### config.mk
export PLATFORM = sky130hd
export DESIGN_NAME = hazard_scoreboard
export DESIGN_NICKNAME = d
export VERILOG_FILES = /design/src/rtl/cpu_types_pkg.sv /design/src/rtl/sb_entry.sv /design/src/rtl/hazard_scoreboard.sv
export SDC_FILE = /design/constraint.sdc
export NUM_CORES = 1
export LEC_CHECK = 0
export CAP_MARGIN = 5
export CORE_MARGIN = 4
export CORE_UTILIZATION = 60
export DETAILED_ROUTE_END_ITERATION = 12
export PLACE_DENSITY = 0.78
export REMOVE_ABC_BUFFERS = 1
export SKIP_CTS_REPAIR_TIMING = 1
export SLEW_MARGIN = 30
export SYNTH_ARGS = -nofsm -noshare
export SYNTH_HDL_FRONTEND = slang
export SYNTH_SLANG_ARGS = --single-unit
### constraint.sdc
create_clock -name CLK -period 3.95 [get_ports CLK]
set_clock_uncertainty 0.15 [all_clocks]
set_input_delay 0.5925 -clock CLK [delete_from_list [all_inputs] [get_ports CLK]]
set_output_delay 0.5925 -clock CLK [all_outputs]
set_load 0.02 [all_outputs]
### src/rtl/cpu_types_pkg.sv
// cpu_types_pkg: shared types for the 5-stage MIPS core.
//   hazard_t  - cause code driven by the hazard scoreboard
//   regbits_t - architectural register index (32 registers)
//   hz_thresh - countdown value above which a producer is still
//               unreadable when no forwarding network exists
package cpu_types_pkg;

  localparam int REG_W = 5;

  typedef logic [REG_W-1:0] regbits_t;

  typedef enum logic [1:0] {
    NONE     = 2'd0,
    REDIRECT = 2'd1,
    DATA     = 2'd2,
    MEMWAIT  = 2'd3
  } hazard_t;

  // With a write-before-read register file, a producer in WB (cnt = 1)
  // is already visible to the reader in ID, so only cnt > 1 stalls.
  function automatic int hz_thresh(input int rf_bypass);
    return (rf_bypass != 0) ? 1 : 0;
  endfunction

endpackage

### src/rtl/sb_entry.sv
// sb_entry: scoreboard slot for one architectural register.
// Tracks how many pipeline advances remain before the in-flight
// producer writes the register file, and whether that producer is a load.
// Ports:
//   clk, rst_n - clock, asynchronous active-low reset
//   adv        - pipeline advances this cycle (no freeze)
//   set        - an instruction writing this register issues this cycle
//   set_ld     - the issuing instruction is a load
//   hz         - a reader of this register in ID must stall
module sb_entry
  import cpu_types_pkg::*;
#(
  parameter int WB_DIST   = 3,
  parameter int FWD_EN    = 1,
  parameter int RF_BYPASS = 1
) (
  input  logic clk,
  input  logic rst_n,
  input  logic adv,
  input  logic set,
  input  logic set_ld,
  output logic hz
);

  localparam int CW  = $clog2(WB_DIST + 1);
  localparam int THR = hz_thresh(RF_BYPASS);

  logic [CW-1:0] cnt_q, cnt_d;
  logic          ld_q, ld_d;

  // Next-state: a new issue wins over the retirement of the old producer.
  always_comb begin
    cnt_d = cnt_q;
    ld_d  = ld_q;
    if (set) begin
      cnt_d = CW'(WB_DIST);
      ld_d  = set_ld;
    end else if (adv && (cnt_q != '0)) begin
      cnt_d = cnt_q - CW'(1);
      if (cnt_q == CW'(1)) begin
        ld_d = 1'b0;
      end else begin
        ld_d = ld_q;
      end
    end else begin
      cnt_d = cnt_q;
      ld_d  = ld_q;
    end
  end

  // State registers.
  always_ff @(posedge clk or negedge rst_n) begin
    if (!rst_n) begin
      cnt_q <= '0;
      ld_q  <= 1'b0;
    end else begin
      cnt_q <= cnt_d;
      ld_q  <= ld_d;
    end
  end

  // With forwarding only a load still in EX cannot supply its result.
  always_comb begin
    if (FWD_EN != 0) begin
      hz = ld_q && (cnt_q == CW'(WB_DIST));
    end else begin
      hz = (cnt_q > CW'(THR));
    end
  end

endmodule

### src/rtl/hazard_scoreboard.sv
// hazard_scoreboard: pipeline hazard controller for the 5-stage MIPS core.
// Keeps a per-register scoreboard of in-flight writers, freezes the pipe on
// memory waits, holds a redirect pending across a freeze and counts stalls.
// Ports:
//   CLK, nRST                  - clock, asynchronous active-low reset
//   id_valid                   - ID latch holds a real instruction
//   id_rs/id_rt, id_uses_rs/rt - source indices and read flags
//   id_wr_en, id_wsel          - destination write enable and index
//   id_is_load                 - ID instruction is a load
//   ex_redirect                - EX resolved a control transfer
//   dmem_req, dhit, ihit       - memory handshake
//   pc_enable                  - PC may advance
//   enable_ID/EX/MEM           - pipeline latch enables
//   flush_ID/EX/MEM            - pipeline latch clears
//   hazard                     - cause code
//   stall_count                - saturating count of PC-stalled cycles
module hazard_scoreboard
  import cpu_types_pkg::*;
#(
  parameter int NREGS     = 32,
  parameter int WB_DIST   = 3,
  parameter int FWD_EN    = 1,
  parameter int RF_BYPASS = 1,
  parameter int CNT_W     = 16
) (
  input  logic                     CLK,
  input  logic                     nRST,
  input  logic                     id_valid,
  input  logic [$clog2(NREGS)-1:0] id_rs,
  input  logic [$clog2(NREGS)-1:0] id_rt,
  input  logic                     id_uses_rs,
  input  logic                     id_uses_rt,
  input  logic                     id_wr_en,
  input  logic [$clog2(NREGS)-1:0] id_wsel,
  input  logic                     id_is_load,
  input  logic                     ex_redirect,
  input  logic                     dmem_req,
  input  logic                     dhit,
  input  logic                     ihit,
  output logic                     pc_enable,
  output logic                     enable_ID,
  output logic                     enable_EX,
  output logic                     enable_MEM,
  output logic                     flush_ID,
  output logic                     flush_EX,
  output logic                     flush_MEM,
  output hazard_t                  hazard,
  output logic [CNT_W-1:0]         stall_count
);

  localparam int RW = $clog2(NREGS);

  logic             freeze_s;
  logic             adv_s;
  logic             redirect_now_s;
  logic             data_stall_s;
  logic             issue_s;
  logic             rs_hz_s;
  logic             rt_hz_s;
  logic [NREGS-1:0] hz_s;

  logic             redir_pend_q, redir_pend_d;
  logic [CNT_W-1:0] stall_count_q, stall_count_d;

  // Register 0 is hard-wired, so it never holds a producer.
  assign hz_s[0] = 1'b0;

  for (genvar r = 1; r < NREGS; r++) begin : g_sb
    logic set_s;
    assign set_s = issue_s && id_wr_en && (id_wsel == RW'(r));
    sb_entry #(
      .WB_DIST   (WB_DIST),
      .FWD_EN    (FWD_EN),
      .RF_BYPASS (RF_BYPASS)
    ) u_entry (
      .clk    (CLK),
      .rst_n  (nRST),
      .adv    (adv_s),
      .set    (set_s),
      .set_ld (id_is_load),
      .hz     (hz_s[r])
    );
  end

  // Freeze, redirect, data-stall and issue conditions.
  always_comb begin
    freeze_s       = (dmem_req && !dhit) || !ihit;
    adv_s          = !freeze_s;
    redirect_now_s = !freeze_s && (ex_redirect || redir_pend_q);
    rs_hz_s        = id_uses_rs && (id_rs != '0) && hz_s[id_rs];
    rt_hz_s        = id_uses_rt && (id_rt != '0) && hz_s[id_rt];
    data_stall_s   = id_valid && (rs_hz_s || rt_hz_s);
    issue_s        = adv_s && id_valid && !data_stall_s && !redirect_now_s;
  end

  // Output decode in priority order: freeze, redirect, data stall, run.
  always_comb begin
    pc_enable  = 1'b1;
    enable_ID  = 1'b1;
    enable_EX  = 1'b1;
    enable_MEM = 1'b1;
    flush_ID   = 1'b0;
    flush_EX   = 1'b0;
    flush_MEM  = 1'b0;
    hazard     = NONE;
    if (freeze_s) begin
      pc_enable  = 1'b0;
      enable_ID  = 1'b0;
      enable_EX  = 1'b0;
      enable_MEM = 1'b0;
      hazard     = MEMWAIT;
    end else if (redirect_now_s) begin
      flush_ID = 1'b1;
      flush_EX = 1'b1;
      hazard   = REDIRECT;
    end else if (data_stall_s) begin
      pc_enable = 1'b0;
      enable_ID = 1'b0;
      flush_EX  = 1'b1;
      hazard    = DATA;
    end else begin
      hazard = NONE;
    end
  end

  // A redirect seen during a freeze is remembered until it can be applied.
  always_comb begin
    if (redirect_now_s) begin
      redir_pend_d = 1'b0;
    end else if (freeze_s && ex_redirect) begin
      redir_pend_d = 1'b1;
    end else begin
      redir_pend_d = redir_pend_q;
    end
  end

  // Stall counter saturates at all-ones.
  always_comb begin
    if (!pc_enable && (stall_count_q != '1)) begin
      stall_count_d = stall_count_q + CNT_W'(1);
    end else begin
      stall_count_d = stall_count_q;
    end
  end

  // State registers.
  always_ff @(posedge CLK or negedge nRST) begin
    if (!nRST) begin
      redir_pend_q  <= 1'b0;
      stall_count_q <= '0;
    end else begin
      redir_pend_q  <= redir_pend_d;
      stall_count_q <= stall_count_d;
    end
  end

  assign stall_count = stall_count_q;

endmodule
Word level (Yosys, flattened, before mapping). Cells that the tools add are included.

Bits in registers: 110. Input port bits: 26. Output and inout port bits: 25. Word-level logic and storage cells: 607.

Add/subtract/negate cells: 32. $lt $le $gt $ge: 2. Eq/ne operators: 94. Multiplexer cells: 173. Reductions and logical operators: 242.

Operator list (number): $reduce_bool A2 Y1 (94); $mux W2 (65); $logic_and A1 B1 Y1 (106); $mux W1 (106); $eq A5 B5 Y1 const B (16); $eq A2 B1 Y1 const B (31); $eq A2 B2 Y1 const B (31); $reduce_and A2 Y1 (31); $sub A2 B1 Y2 const B (31); $eq A5 B4 Y1 const B (8); $eq A5 B3 Y1 const B (4); $add A16 B1 Y16 const B (1); $ne A16 B16 Y1 const B (1); $lt A5 B6 Y1 const B (2); $bmux W1 S5 (2); $eq A5 B2 Y1 const B (2); $reduce_bool A5 Y1 (2); $logic_not A1 Y1 (6); $eq A5 B1 Y1 const B (1); $logic_or A1 B1 Y1 (3).

Depth between registers and ports, before layout. Gate-level depths: netlist of run 1.

Word-level depth: 14. Mapped depth: 12. Depth with buffers taken out: 9.

Modules after synthesis. A second synthesis of run 1 with hierarchy kept.

Cell total of the unflattened synthesis: 763. Area, all modules: 7861.3 um2.

Modules (own cells, without submodules): sb_entry (times used 31, cells an instance 18, area an instance 196.4 um2, sequential area each 75.1 um2); hazard_scoreboard (times used 1, cells an instance 205, area an instance 1771.7 um2, sequential area each 425.4 um2).

Worst setup path after synthesis of run 1. No wires, ideal clock.

Path type: input to output. Start: in id_rt[2]. End: out pc_enable. Arrival time: 2769 ps. Required time: 3207 ps. Setup slack: 439 ps. Cell stages on the path: 8. Path buffers: 2. Cells stage by stage: buf_2 mux4_2 a211oi_1 nand3_1 and3_1 a21oi_1 inv_1 buf_4.

Word-level cells in the longest chain between the ends: 8. Elaborated cells on any way between the ends: 10. Classes of those cells: 5 x mux; 5 x reduce/logical.

RTL lines: from (decl) (line hazard_scoreboard.sv:30) `input logic [$clog2(NREGS)-1:0] id_rt,`; $bmux W1 S5 or $reduce_bool A5 Y1 (tied branches) (line hazard_scoreboard.sv:91) `rt_hz_s = id_uses_rt && (id_rt != '0) && hz_s[id_rt];`; $mux W1 (not written as such) or $logic_and A1 B1 Y1 (tied branches) (line hazard_scoreboard.sv:91); $logic_and A1 B1 Y1 * (line hazard_scoreboard.sv:91); $logic_or A1 B1 Y1 * (line hazard_scoreboard.sv:92) `data_stall_s = id_valid && (rs_hz_s || rt_hz_s);`; $logic_and A1 B1 Y1 * (line hazard_scoreboard.sv:92); $mux W1 * (3 in a row); to (decl) (line hazard_scoreboard.sv:40) `output logic pc_enable,`.

Every way passes the cells marked *; elsewhere a longest branch is shown, timed or not. The select of a mux whose other input is x is not followed.

Worst setup path in the final report of run 1.
Start: in id_rs[1]. End: reg g_sb[28].u_entry.ld_q.

Word-level cells in the longest chain between the ends: 12. Elaborated cells on any way between the ends: 16. Classes of those cells: 3 x mux; 13 x reduce/logical.

RTL lines: from (decl) (line hazard_scoreboard.sv:29) `input logic [$clog2(NREGS)-1:0] id_rs,`; $bmux W1 S5 or $reduce_bool A5 Y1 (tied branches) (line hazard_scoreboard.sv:90) `rs_hz_s = id_uses_rs && (id_rs != '0) && hz_s[id_rs];`; $mux W1 (not written as such) or $logic_and A1 B1 Y1 (tied branches) (line hazard_scoreboard.sv:90); $logic_and A1 B1 Y1 * (line hazard_scoreboard.sv:90); $logic_or A1 B1 Y1 * (line hazard_scoreboard.sv:92); $logic_and A1 B1 Y1 * (line hazard_scoreboard.sv:92); $logic_not A1 Y1 * (line hazard_scoreboard.sv:93) `issue_s = adv_s && id_valid && !data_stall_s && !redirect_now_s;`; $logic_and A1 B1 Y1 * (2 in a row) (line hazard_scoreboard.sv:93); $logic_and A1 B1 Y1 * (2 in a row) (line hazard_scoreboard.sv:70) `assign set_s = issue_s && id_wr_en && (id_wsel == RW'(r));`; $reduce_bool A2 Y1 (no line); $reduce_and A2 Y1 (no line); to (signal assigned) (line sb_entry.sv:58) `ld_q <= ld_d;`; to (decl) (line sb_entry.sv:29) `logic ld_q, ld_d;`.

Marked as above. A chain may end at the register's enable or synchronous reset.

==> impl_metrics.py, run 1 <==
metrics = {
    "worst_setup_path": {
        "r2r_end": "g_sb[28].u_entry.ld_q",
        "rr_startpoint": "g_sb[31].u_entry.cnt_q[0]",
        "crit_type": "input port to register",
        "r2r_slack_ns": 0.60,
        "start_kind": "input port",
        "crit_family": "simple AND/OR/NAND/NOR gates",
        "required_ns": 4.02,
        "crit_fanout": 15,
        "worst-endpoint-arrival_ns": 3.69,
        "critPathBufInv": 4,
        "end_kind": "register",
        "ff2ff_path_depth": 10,
        "cp_cell_sequence": "clkdlybuf4s50_1, buf_4, inv_1, o311ai_0, a211oi_1, nor4_2, buf_4, or3_1, or4_4, or3_1, mux2i_1",
        "max_stage_delay_ns": 0.61,
        "worst_path_max_delay_cell": "or4_4",
    },
    "run": {
        "max-cap-violations": 0,
    },
    "placed_design": {
        "place_ws_ns": -0.0992,
        "gp_congestion": 0.920,
        "portBuffers": 49,
        "placedCellCount": 983,
        "dp_hpwl_um": 12600,
    },
    "synth": {
        "ys_async_sr_fraction": 1.00,
        "synth_seq_cells": 110,
        "synthFlopType": "dfrtp_1",
        "seq_area_frac_synth": 0.382,
        "syn-cell-area_mm2": 0.00721,
        "syn_inst": 796,
        "avgSynthCellArea_um2": 9.05,
        "yosys_warnings": 0,
        "synth.distinct_cells": 48,
        "synth-edff-count": 0,
    },
    "timing": {
        "timing.fmax_ghz": 0.276,
        "setup_viol": 0,
        "setup_slack_ns": 0.331,
        "worst_pin_slew_ns": 0.722,
        "report.final.slew_viol_count": 0,
        "finalHoldViolations": 0,
        "rsz0062_at_grt": "no",
        "period_share": 0.916,
        "slew_headroom": 0.518,
        "fin_tns_setup_ns": 0,
        "fin_crit_ns": 3.62,
    },
    "min_path": {
        "hold_class": "input port to asynchronous set/reset pin",
    },
    "die": {
        "initial_core_util": 0.623,
        "ioPinCount": 51,
        "fp.dieH_um": 118,
        "core_area_mm2": 0.0116,
        "num_rows": 39,
        "die_x_um": 118,
        "die_area_mm2": 0.0138,
    },
    "global_route": {
        "grt_max_degree": 57,
        "grt-ovfl-total": 0,
        "grt_pass1_vias": 5783,
        "grt_antenna_before_repair": 0,
        "track_usage": 0.250,
        "grt_first_pass_wirelength_um": 28200,
    },
    "route": {
        "via_per_inst": 5.86,
        "drtIter0Drc": 413,
        "drc": 0,
        "ant_nets": 0,
        "wl_per_cell_um": 16.9,
        "firstDrtPassIters": 5,
        "vias": 5852,
        "wirelength_um": 16900,
    },
    "clocking": {
        "cts_root_buf": "clkbuf_16",
        "cts_sinks": 110,
        "clk_latency_ns": 0.36,
        "h-tree-depth": 3,
        "cts_tree": "built",
        "clk_path_buf_depth": 2,
        "cts_made_buffers": 9,
        "clk_pin_slew_ns": 0.07,
    },
    "power": {
        "power_mw": 4.57,
        "p_leak_nw": 3.87,
        "p_per_area_mw_per_mm2": 550,
        "ir_drop_mv": 0.372,
    },
    "final_layout": {
        "drive_gt1_frac": 0.0713,
        "diodes": 0,
        "fin_nets": 971,
        "utilization": 0.718,
        "area_growth_pct": 15.2,
        "multiInputGateArea_mm2": 0.00406,
        "regArea_mm2": 0.00275,
        "fin_cells": 999,
        "fillerInstances": 869,
    },
    "status": {
        "status": "finished clean",
    },
}
-- metrics by stage --
step | instance area, um2 | hold slack (ns)
after global routing | 8300 | 0.183
final | 8300 | 0.125
after detailed placement | 7960 | 0.337
after global placement | 7960 | 0.334
after floorplan | 7060 | 0.147
after CTS | 8270 | 0.152
-- power breakdown --
part           leakage, nW  switching [mW]  internal [mW]
logic                 2.37           0.944          0.780
registers             1.35           0.386           1.51
clock network        0.145           0.423          0.529
total                 3.87            1.75           2.81
-- worst max-delay path by stage --
stage	from	to	cells after the start
floorplan	dmem_req	g_sb[19].u_entry.ld_q	8
global placement	id_rt[2]	hazard[1]	9
detailed placement	id_rt[2]	hazard[1]	9
CTS	id_rt[2]	hazard[1]	9
global route	id_rs[2]	g_sb[28].u_entry.ld_q	11
finish	id_rs[1]	g_sb[28].u_entry.ld_q	11
-- synthesized netlist by cell type (7+ instances only) --
cell	number	area share
clkbuf_1	18	0.0094
nor3_1	7	0.0049
o31ai_1	20	0.021
mux2i_1	11	0.015
xnor2_1	42	0.051
dfrtp_1	110	0.38
a21oi_1	9	0.0062
nand3_1	28	0.019
nand4_1	9	0.0078
ha_1	94	0.16
nand2_1	138	0.072
inv_1	75	0.039
nor2_1	44	0.023
o211ai_1	15	0.016
o21ai_0	82	0.057
or3_1	9	0.0078
mux4_2	7	0.022
-- worst reg2reg max path: stages, from the launching register on --
cell and delay [ns]:
dfrtp_1 0.42, ha_1 0.21, nand2_1 0.13, mux4_2 0.26, o2111ai_1 0.11, and3_4 0.20, buf_4 0.13, or3_1 0.36
or4_4 0.61, or3_1 0.47, mux2i_1 0.14
-- area by class of cell --
class / instances / share of cell area
Multi-Input combinational cell: 581 / 0.489
Inverter: 75 / 0.0339
Timing Repair Buffer: 74 / 0.0871
Tap cell: 143 / 0.0215
Clock inverter: 4 / 0.00648
Clock buffer: 12 / 0.0309
Sequential cell: 110 / 0.331
-- metal layers --
layer	up-vias	GRT usage	wire, um
met2	164	0.429	8480
met5	-	0	0
met4	0	0.0916	353
met1	2862	0.314	7050
met3	27	0.0505	1000
li1	2799	-	-
-- registers in the layout, indices dropped and copies added (netlist names) --
register / cells
g_sb.u_entry.cnt_q: 62
g_sb.u_entry.ld_q: 31
redir_pend_q: 1
stall_count: 16
-- logic make-up after synthesis --
group	share of synthesized area
compound gates	0.128
simple gates	0.173
flops	0.382
other cells	0.000520
mux	0.0387
buf+inv	0.0597
xor+xnor	0.0547
fa+ha+maj	0.163
-- cells in the final DEF, fill, tap and decap left out, types with 3 or more instances in the layout --
cell,netlist,routed
nand3_1,28,28
ha_1,94,94
o21ai_0,82,82
mux2i_1,11,11
o211ai_1,15,15
nand2_1,138,138
or3_4,5,5
buf_12,0,3
and3_1,3,3
dlymetal6s2s_1,0,4
dfrtp_1,110,110
nand4b_1,4,4
nand2b_1,4,4
nor3_1,7,6
nor4_1,4,3
a21boi_0,5,5
buf_4,4,23
clkbuf_16,0,9
or3_1,9,9
nand3b_1,5,5
clkdlybuf4s50_1,0,44
a31oi_1,3,3
inv_1,75,75
mux4_2,7,7
nand4_1,9,9
xor2_1,3,3
nor2_1,44,44
o31ai_1,20,20
a21oi_1,9,8
nor2b_1,6,6
xnor2_1,42,42
(Power assumes the default switching activity.)
==> inputs of run 2 (changes only) <==
Settings changed: CAP_MARGIN 5 to unset, GPL_ROUTABILITY_DRIVEN set to 0, SLEW_MARGIN 30 to unset.
==> run 2 against run 1 <==
  * Largest power group unchanged
  * Die area unchanged
  * Critical endpoint is now flush_EX
  * Sequential share of layout area increased by 0.060 points
  * Final cell count decreased by 0.20%
  * Global-route usage decreased by 0.33 points
  * Critical path depth unchanged
==> impl_metrics.py, run 2 (synthesized netlist as in run 1, its figures left out) <==
metrics = {
    "status": {
        "status": "finished clean",
    },
    "clocking": {
        "cts_made_buffers": 9,
        "clk_latency_ns": 0.36,
        "cts_tree": "built",
        "clk_pin_slew_ns": 0.07,
        "clk_path_buf_depth": 2,
        "cts_root_buf": "clkbuf_16",
        "h-tree-depth": 3,
        "cts_sinks": 110,
    },
    "die": {
        "fp.dieH_um": 118,
        "die_area_mm2": 0.0138,
        "die_x_um": 118,
        "initial_core_util": 0.623,
        "core_area_mm2": 0.0116,
        "ioPinCount": 51,
        "num_rows": 39,
    },
    "timing": {
        "slew_headroom": 0.594,
        "fin_tns_setup_ns": 0,
        "rsz0062_at_grt": "no",
        "setup_viol": 0,
        "report.final.slew_viol_count": 0,
        "timing.fmax_ghz": 0.280,
        "fin_crit_ns": 3.57,
        "period_share": 0.904,
        "finalHoldViolations": 0,
        "worst_pin_slew_ns": 0.607,
    },
    "worst_setup_path": {
        "crit_fanout": 9,
        "end_kind": "output pin",
        "start_kind": "input port",
        "rr_startpoint": "g_sb[26].u_entry.cnt_q[0]",
        "crit_type": "input port to output pin",
        "r2r_slack_ns": 0.54,
        "worst-endpoint-arrival_ns": 2.83,
        "r2r_end": "g_sb[28].u_entry.ld_q",
        "required_ns": 3.21,
        "ff2ff_path_depth": 10,
        "startpoint": "id_rt[2]",
    },
    "global_route": {
        "grt_pass1_vias": 5762,
        "track_usage": 0.247,
        "grt_max_degree": 111,
        "grt-ovfl-total": 0,
        "grt_antenna_before_repair": 1,
        "grt_first_pass_wirelength_um": 27900,
    },
    "route": {
        "firstDrtPassIters": 7,
        "drc": 0,
        "drtIter0Drc": 414,
        "ant_nets": 0,
        "vias": 5855,
        "via_per_inst": 5.87,
        "wl_per_cell_um": 16.8,
        "wirelength_um": 16800,
    },
    "final_layout": {
        "final_cell_mix": "138 x nand2_1, 110 x dfrtp_1, 94 x ha_1",
        "fin_cells": 997,
        "layout_commonest_cell": "nand2_1",
        "largest_register_ffs": 62,
        "area_growth_pct": 15.0,
        "drive_gt1_frac": 0.0668,
        "top_register": "g_sb.u_entry.cnt_q",
        "postLayoutCellArea_mm2": 0.00829,
        "utilization": 0.717,
        "fin_nets": 968,
    },
    "placed_design": {
        "placedCellCount": 980,
        "portBuffers": 49,
        "place_area_mm2": 0.00794,
        "dp_hpwl_um": 12300,
    },
    "run": {
        "max-cap-violations": 0,
    },
    "power": {
        "p_leak_nw": 3.86,
        "ir_drop_mv": 0.340,
        "power_mw": 4.63,
        "p_per_area_mw_per_mm2": 558,
    },
    "min_path": {
        "hold_class": "input port to asynchronous set/reset pin",
    },
}
run 2: critical path: stages:
cell             delay [ns]
clkdlybuf4s50_1        0.44
buf_4                  0.19
nand3b_1               0.15
mux4_2                 0.46
o211ai_1               0.11
nand3_1                0.11
buf_4                  0.15
nand3_1                0.13
o31ai_1                0.10
a21oi_1                0.15
dlymetal6s2s_1         0.24
run 2: report_power, final:
group | total [mW] | switching (mW) | internal, mW
logic | 1.73 | 0.948 | 0.780
clock network | 0.999 | 0.409 | 0.590
registers | 1.90 | 0.393 | 1.51
run 2: final cells by class:
| class | instances | area, um2 |
|---|---|---|
| Fill cell | 841 | 3280 |
| Multi-Input combinational cell | 581 | 4040 |
| Clock buffer | 11 | 253 |
| Timing Repair Buffer | 71 | 701 |
| Clock inverter | 5 | 81.3 |
| Sequential cell | 110 | 2750 |
| Tap cell | 143 | 179 |
| Antenna cell | 1 | 2.50 |
| Inverter | 75 | 282 |
run 2: stage by stage:
stage / hold slack (ns) / setup slack [ns]
floorplan: 0.147 / -0.283
global placement: 0.335 / -0.0389
CTS: 0.184 / -0.0575
global route: 0.189 / 0.223
detailed placement: 0.343 / -0.0548
finish: 0.162 / 0.380
run 2: worst max path at each step:
stage	end	slack [ns]	cells past startpoint
2_1_floorplan	g_sb[19].u_entry.ld_q	-0.28	8
3_3_place_gp	hazard[1]	-0.04	8
3_5_place_dp	hazard[1]	-0.05	9
4_1_cts	hazard[1]	-0.06	8
5_1_grt	pc_enable	0.22	9
6_report	flush_EX	0.38	11
run 2: per-layer routing:
metal	GRT usage	up-vias	part of all wire
met5	0	-	0
met4	0.0989	0	0.026
met3	0.0471	34	0.056
met2	0.429	181	0.50
met1	0.303	2838	0.42
li1	-	2802	-
==> inputs of run 3 (changes only) <==
Settings changed: CAP_MARGIN set to 30, CTS_CLUSTER_DIAMETER set to 60.
==> results of run 3 <==
No change in the layout: final DEF, timing and power equal those of run 2.
